**config.mk**
```make
export PLATFORM = sky130hd
export DESIGN_NAME = led_step_ctrl_flat
export DESIGN_NICKNAME = d
export VERILOG_FILES = /design/src/rtl/led_step_ctrl_if.sv /design/src/rtl/led_step_ctrl.sv /design/src/flat_wrapper.sv
export SDC_FILE = /design/constraint.sdc
export NUM_CORES = 1
export LEC_CHECK = 0
export BUFFER_PORTS_ARGS = -buffer_cell sky130_fd_sc_hd__buf_2
export CAP_MARGIN = 20
export CORE_MARGIN = 2
export CORE_UTILIZATION = 50
export CTS_CLUSTER_SIZE = 40
export DETAILED_ROUTE_END_ITERATION = 16
export PLACE_DENSITY = 0.64
export SYNTH_ARGS = -nofsm -noshare
export SYNTH_HDL_FRONTEND = slang
export SYNTH_SLANG_ARGS = --single-unit
```
**constraint.sdc**
```tcl
create_clock -name clk -period 5.93 [get_ports clk]
set_input_delay 0.593 -clock clk [delete_from_list [all_inputs] [get_ports clk]]
set_output_delay 0.593 -clock clk [all_outputs]
set_load 0.005 [all_outputs]
```
**src/rtl/led_step_ctrl_if.sv**
```systemverilog
// rtl/led_step_ctrl_if.sv - button/auto inputs and LED status outputs of led_step_ctrl
// Signals:
//   p_up, p_dn   raw pushbuttons (asynchronous, active-high)
//   auto_en      auto step-up enable level
//   Led          current 2-bit step state
//   step_pulse   one-cycle strobe when Led changes
//   busy         high while the stepper is locked out
// master drives the inputs and observes status; slave is the controller.
interface led_step_ctrl_if;
  logic       p_up;
  logic       p_dn;
  logic       auto_en;
  logic [1:0] Led;
  logic       step_pulse;
  logic       busy;

  modport master (
    output p_up, p_dn, auto_en,
    input  Led, step_pulse, busy
  );

  modport slave (
    input  p_up, p_dn, auto_en,
    output Led, step_pulse, busy
  );
endinterface

```
**src/rtl/led_step_ctrl.sv**
```systemverilog
// rtl/led_step_ctrl.sv - two-bit LED stepper with debounced buttons, lockout and auto-advance
// Ports:
//   clk  system clock, all state on the rising edge
//   rst  asynchronous active-low reset
//   io   led_step_ctrl_if.slave: p_up/p_dn/auto_en in, Led/step_pulse/busy out
module led_step_ctrl #(
  parameter int DEB_CYCLES  = 100000,
  parameter int LOCK_CYCLES = 1000000,
  parameter int AUTO_CYCLES = 50000000
) (
  input  logic              clk,
  input  logic              rst,
  led_step_ctrl_if.slave    io
);

  localparam int DW = $clog2(DEB_CYCLES + 1);
  localparam int LW = $clog2(LOCK_CYCLES + 1);
  localparam int AW = $clog2(AUTO_CYCLES + 1);
  localparam logic [DW-1:0] DEB_LAST  = DW'(DEB_CYCLES - 1);
  localparam logic [LW-1:0] LOCK_LAST = LW'(LOCK_CYCLES - 1);
  localparam logic [AW-1:0] AUTO_LAST = AW'(AUTO_CYCLES - 1);

  typedef enum logic {IDLE = 1'b0, LOCK = 1'b1} state_t;

  // Index 0 is the up button, index 1 the down button throughout.
  logic [1:0]         btn_raw;
  logic [1:0]         sync1;
  logic [1:0]         sync2;
  logic [1:0]         acc;
  logic [1:0]         req;
  logic [1:0][DW-1:0] deb_cnt;

  state_t             state;
  state_t             state_nxt;
  logic [LW-1:0]      lock_cnt;
  logic [AW-1:0]      auto_cnt;
  logic               last_up;
  logic               manual_any;
  logic               auto_req;
  logic               do_up;
  logic               do_dn;
  logic               rr_upd;
  logic [1:0]         led_q;
  logic [1:0]         led_nxt;
  logic               step_q;
  logic               busy_o;

  assign btn_raw = {io.p_dn, io.p_up};

  always_ff @(posedge clk or negedge rst) begin
    if (!rst) begin
      sync1 <= '0;
      sync2 <= '0;
    end else begin
      sync1 <= btn_raw;
      sync2 <= sync1;
    end
  end

  // A level is accepted on the DEB_CYCLES-th consecutive cycle that it
  // differs from the accepted one; any agreeing cycle restarts the count.
  // Only the rising acceptance raises a request, one cycle wide.
  always_ff @(posedge clk or negedge rst) begin
    if (!rst) begin
      deb_cnt <= '0;
      acc     <= '0;
      req     <= '0;
    end else begin
      for (int i = 0; i < 2; i++) begin
        req[i] <= 1'b0;
        if (sync2[i] == acc[i]) begin
          deb_cnt[i] <= '0;
        end else if (deb_cnt[i] == DEB_LAST) begin
          deb_cnt[i] <= '0;
          acc[i]     <= sync2[i];
          req[i]     <= sync2[i];
        end else begin
          deb_cnt[i] <= deb_cnt[i] + 1'b1;
        end
      end
    end
  end

  assign manual_any = |req;

  // Any manual request, even one dropped in lockout, restarts the period.
  always_ff @(posedge clk or negedge rst) begin
    if (!rst) begin
      auto_cnt <= '0;
    end else if (!io.auto_en || manual_any) begin
      auto_cnt <= '0;
    end else if (auto_cnt == AUTO_LAST) begin
      auto_cnt <= '0;
    end else begin
      auto_cnt <= auto_cnt + 1'b1;
    end
  end

  assign auto_req = io.auto_en && !manual_any && (auto_cnt == AUTO_LAST);

  always_ff @(posedge clk or negedge rst) begin
    if (!rst) begin
      state    <= IDLE;
      lock_cnt <= '0;
      led_q    <= 2'b00;
      step_q   <= 1'b0;
      last_up  <= 1'b0;
    end else begin
      state    <= state_nxt;
      lock_cnt <= (state == LOCK && state_nxt == LOCK) ? lock_cnt + 1'b1 : '0;
      led_q    <= led_nxt;
      step_q   <= do_up | do_dn;
      if (rr_upd) begin
        last_up <= do_up;
      end
    end
  end

  // Requests are only honoured in IDLE; everything seen in LOCK is lost.
  // A tie goes to the direction not granted last; auto never touches last_up.
  always_comb begin
    state_nxt = state;
    do_up     = 1'b0;
    do_dn     = 1'b0;
    rr_upd    = 1'b0;
    case (state)
      IDLE: begin
        if (req[0] && req[1]) begin
          do_up  = !last_up;
          do_dn  = last_up;
          rr_upd = 1'b1;
        end else if (req[0]) begin
          do_up  = 1'b1;
          rr_upd = 1'b1;
        end else if (req[1]) begin
          do_dn  = 1'b1;
          rr_upd = 1'b1;
        end else if (auto_req) begin
          do_up  = 1'b1;
        end
        if (do_up || do_dn) begin
          state_nxt = LOCK;
        end
      end
      LOCK: begin
        if (lock_cnt == LOCK_LAST) begin
          state_nxt = IDLE;
        end
      end
    endcase
  end

  always_comb begin
    busy_o  = (state == LOCK);
    led_nxt = led_q;
    if (do_up) begin
      led_nxt = led_q + 2'd1;
    end else if (do_dn) begin
      led_nxt = led_q - 2'd1;
    end
  end

  assign io.Led        = led_q;
  assign io.step_pulse = step_q;
  assign io.busy       = busy_o;

endmodule
```
**src/flat_wrapper.sv**
```systemverilog
// flat-port wrapper written by rule: the top's interface ports become plain ports
module led_step_ctrl_flat 
#(
  parameter int DEB_CYCLES  = 100000,
  parameter int LOCK_CYCLES = 1000000,
  parameter int AUTO_CYCLES = 50000000
)
  (clk, rst, io_p_up, io_p_dn, io_auto_en, io_Led, io_step_pulse, io_busy);
  led_step_ctrl_if io_i ();
  input  logic clk;
  input  logic rst;
  input wire logic [$bits(io_i.p_up)-1:0] io_p_up;
  input wire logic [$bits(io_i.p_dn)-1:0] io_p_dn;
  input wire logic [$bits(io_i.auto_en)-1:0] io_auto_en;
  output wire logic [$bits(io_i.Led)-1:0] io_Led;
  output wire logic [$bits(io_i.step_pulse)-1:0] io_step_pulse;
  output wire logic [$bits(io_i.busy)-1:0] io_busy;
  assign io_i.p_up = io_p_up;
  assign io_i.p_dn = io_p_dn;
  assign io_i.auto_en = io_auto_en;
  assign io_Led = io_i.Led;
  assign io_step_pulse = io_i.step_pulse;
  assign io_busy = io_i.busy;
  led_step_ctrl #(.DEB_CYCLES(DEB_CYCLES), .LOCK_CYCLES(LOCK_CYCLES), .AUTO_CYCLES(AUTO_CYCLES)) u_core (.clk(clk), .rst(rst), .io(io_i));
endmodule
```
==> flow_summary.yaml <==
synthesis:
  syn_avg_cell_area_um2: 9.69
  synth_area_leader_cell: "dfrtp_1"
  syn_area_um2: 4590
  synthCells: 474
  synthesis.nets: 483
  ys_seq_area_share_pct: 50.7
  async_flop_share_pct: 100
  synth_top_area_share_pct: 50.7
  synthTopCellsByArea: "dfrtp_1 51%, nor2_1 5.5%, xor2_1 5.3%"
  synth-edff-count: 0
  synth_cell_types: 48
  synth-seq-cells: 93
  synth_ff_type: "dfrtp_1"
  synth_warnings: 0
cells_and_area:
  final_cell_mix: "93 x dfrtp_1, 67 x nor2_1, 36 x nand2_1"
  area_growth_pct: 7.14
  nFillCells: 786
  nNetsFinal: 490
  stdcell_area_um2: 4920
  seqCellArea_um2: 2330
  final_common_cell: "dfrtp_1"
  finalNonFillerCells: 592
  drive_gt1_share_pct: 8.06
  multi_input_area_um2: 2150
  num_antenna_cells: 0
sta:
  fin_tns_setup_ps: 0
  rsz0062_at_grt: "false"
  fin_worst_skew_ps: 12.5
  period_minus_slack_ps: 2570
  worst_slew_pin_slew_ps: 892
  max_freq_mhz: 389
  setup_violations: 0
  slew_headroom_pct: 40.5
  hold_viol_final: 0
  fin_crit_sh_pct: 43.4
  slew_viol_final: 0
critical_path:
  endpoint_kind: "flop"
  reg2reg_depth: 4
  setup.worst_path.class: "flop to flop"
  arrival_ps: 2770
  crit_family: "simple AND/OR/NAND/NOR gates"
  critPathLaunchType: "flop"
  max_stage_delay_ps: 770
  cp.required_ps: 6130
  path_depth: 4
  cp_max_fo: 26
  crit_slowest_cell: "a21o_1"
  worstPathCellList: "or4b_2 -> nor4_2 -> a21o_1 -> nor2_1"
  crit_buf_inv: 0
floorplanning:
  io_pins: 9
  num_rows: 34
  start_util_pct: 52.2
  die_y_um: 99.9
  die_w_um: 99.9
  dieArea_um2: 9970
  coreArea_um2: 8810
clock_network:
  cts.clk_slew.worst_paths_ps: 90
  root_buffer: "clkbuf_8"
  cts_max_level: 3
  clock_latency_ps: 350
  cts.sinks: 93
  postCtsHoldBufs: 0
  numCtsBuffers: 9
  cts_tree: "done"
  cts_max_path_buffers: 2
  post_cts_buffers: 0
  cts_resized: 0
pwr:
  power.leakage_nw: 1.97
  power_density_nw_per_um2: 221
  peakVddDrop_uv: 131
  p_total_mw: 1.09
detailed_routing:
  drc: 0
  wl_per_cell_um: 14.2
  ant_nets: 0
  drt_iter0_drc: 78
  viasPerCell: 5.67
  dr.pass1.iters: 4
  num_vias: 3358
  routed_wl_mm: 8.38
grt:
  grt_max_degree: 64
  grt_first_pass_wirelength_mm: 15.0
  antenna_found_initial: 0
  grtUsageTotal_pct: 18.4
  overflow: 0
  grt_pass1_vias: 3321
min_path:
  hp-class: "input port to asynchronous set/reset pin"
place:
  gpl.final_weighted_congestion: 0.835
  dp_hpwl_mm: 5.75
  place_area_um2: 4730
  io_buffers: 8
  dp_cells: 577
status:
  status: "completed"
flow_run:
  drv_cap: 0
[Yosys cell counts (2+ instances only)]
library cell  count
o21ai_0          13
nor4b_1           3
buf_4             2
nand3_1          30
or3_1            11
a21oi_1          24
o21ai_1           2
inv_1            14
nand4_1          17
or4_1            17
dfrtp_1          93
nand2_1          36
and3_1            2
o31ai_1          12
nor3_1            9
and3b_1           2
and4_1            9
a2111oi_0         2
xnor2_1          22
and2_1            5
or2_2             3
nor2b_1           2
mux2_2            3
nor2_1           67
xor2_1           28
buf_2             3
ha_1              4
clkbuf_1         11
nor4_1            8
nor4bb_1          2
[where the power goes]
group	switching, mW	internal, mW	total (mW)
logic	0.0242	0.00813	0.0324
registers	0.00596	0.640	0.646
clock network	0.207	0.202	0.409
[metal layers]
layer / wire [µm] / GRT usage (%) / vias up / part of all wire, %
met5: 0 / 0 / - / 0
met4: 95 / 5.69 / 0 / 1.1
met3: 186 / 3.76 / 10 / 2.2
met2: 3810 / 29.6 / 35 / 45
met1: 4290 / 25.3 / 1618 / 51
li1: - / - / 1695 / -
[registers in the layout, summed over array words and instances (netlist names)]
signal / flops
u_core.sync2: 2
u_core.io.Led: 2
u_core.deb_cnt: 34
u_core.auto_cnt: 26
u_core.req: 2
u_core.lock_cnt: 20
u_core.acc: 2
u_core.sync1: 2
u_core.io.step_pulse: 1
u_core.io.busy: 1
u_core.last_up: 1
[worst reg2reg max path: cells and delay by family (launching register included)]
kind               cells  cell delay, ps
and+or+nand+nor        3            1200
AOI/OAI and AO/OA      1             770
DFF                    1             440
[cells by family (layout without fill, tap and decap cells)]
| kind of cell | count (synthesis) | in the layout | synth area share, % |
|---|---|---|---|
| AOI/OAI and AO/OA | 62 | 62 | 8.17 |
| adders and majority gates | 4 | 4 | 1.09 |
| xor gates and xnor gates | 50 | 50 | 9.53 |
| buffers and inverters | 30 | 40 | 2.70 |
| and+or+nand+nor | 232 | 232 | 27.1 |
| DFF | 93 | 93 | 50.7 |
| muxes | 3 | 3 | 0.735 |
[path summary, 6_finish.rpt]
kind,start,end,slack [ps]
setup / recovery,u_core.auto_cnt[7],u_core.auto_cnt[7],3360
hold / removal,rst,u_core.auto_cnt[23],150
setup reg to reg,u_core.auto_cnt[7],u_core.auto_cnt[7],3360
hold reg to reg,u_core.sync1[0],u_core.sync2[0],360
max in group asynchronous,rst,u_core.deb_cnt[4],4650
min in group clk,io_p_up,u_core.sync1[0],350
[metrics by stage]
stage	utilization [%]	hold slack [ps]	worst slack (ps)
2_1_floorplan	-	297	3810
3_3_place_gp	53.6	334	3450
3_5_place_dp	53.8	343	3390
4_1_cts	55.8	161	3390
5_1_grt	55.9	183	3180
6_report	55.9	150	3360
[final cells by class]
type,instances,share of cell area (%)
Clock inverter,2,0.712
Timing Repair Buffer,12,1.55
Clock buffer,12,2.95
Tap cell,108,2.75
Inverter,14,1.07
Sequential cell,93,47.3
Multi-Input combinational cell,351,43.7
(Power assumes the default switching activity.)
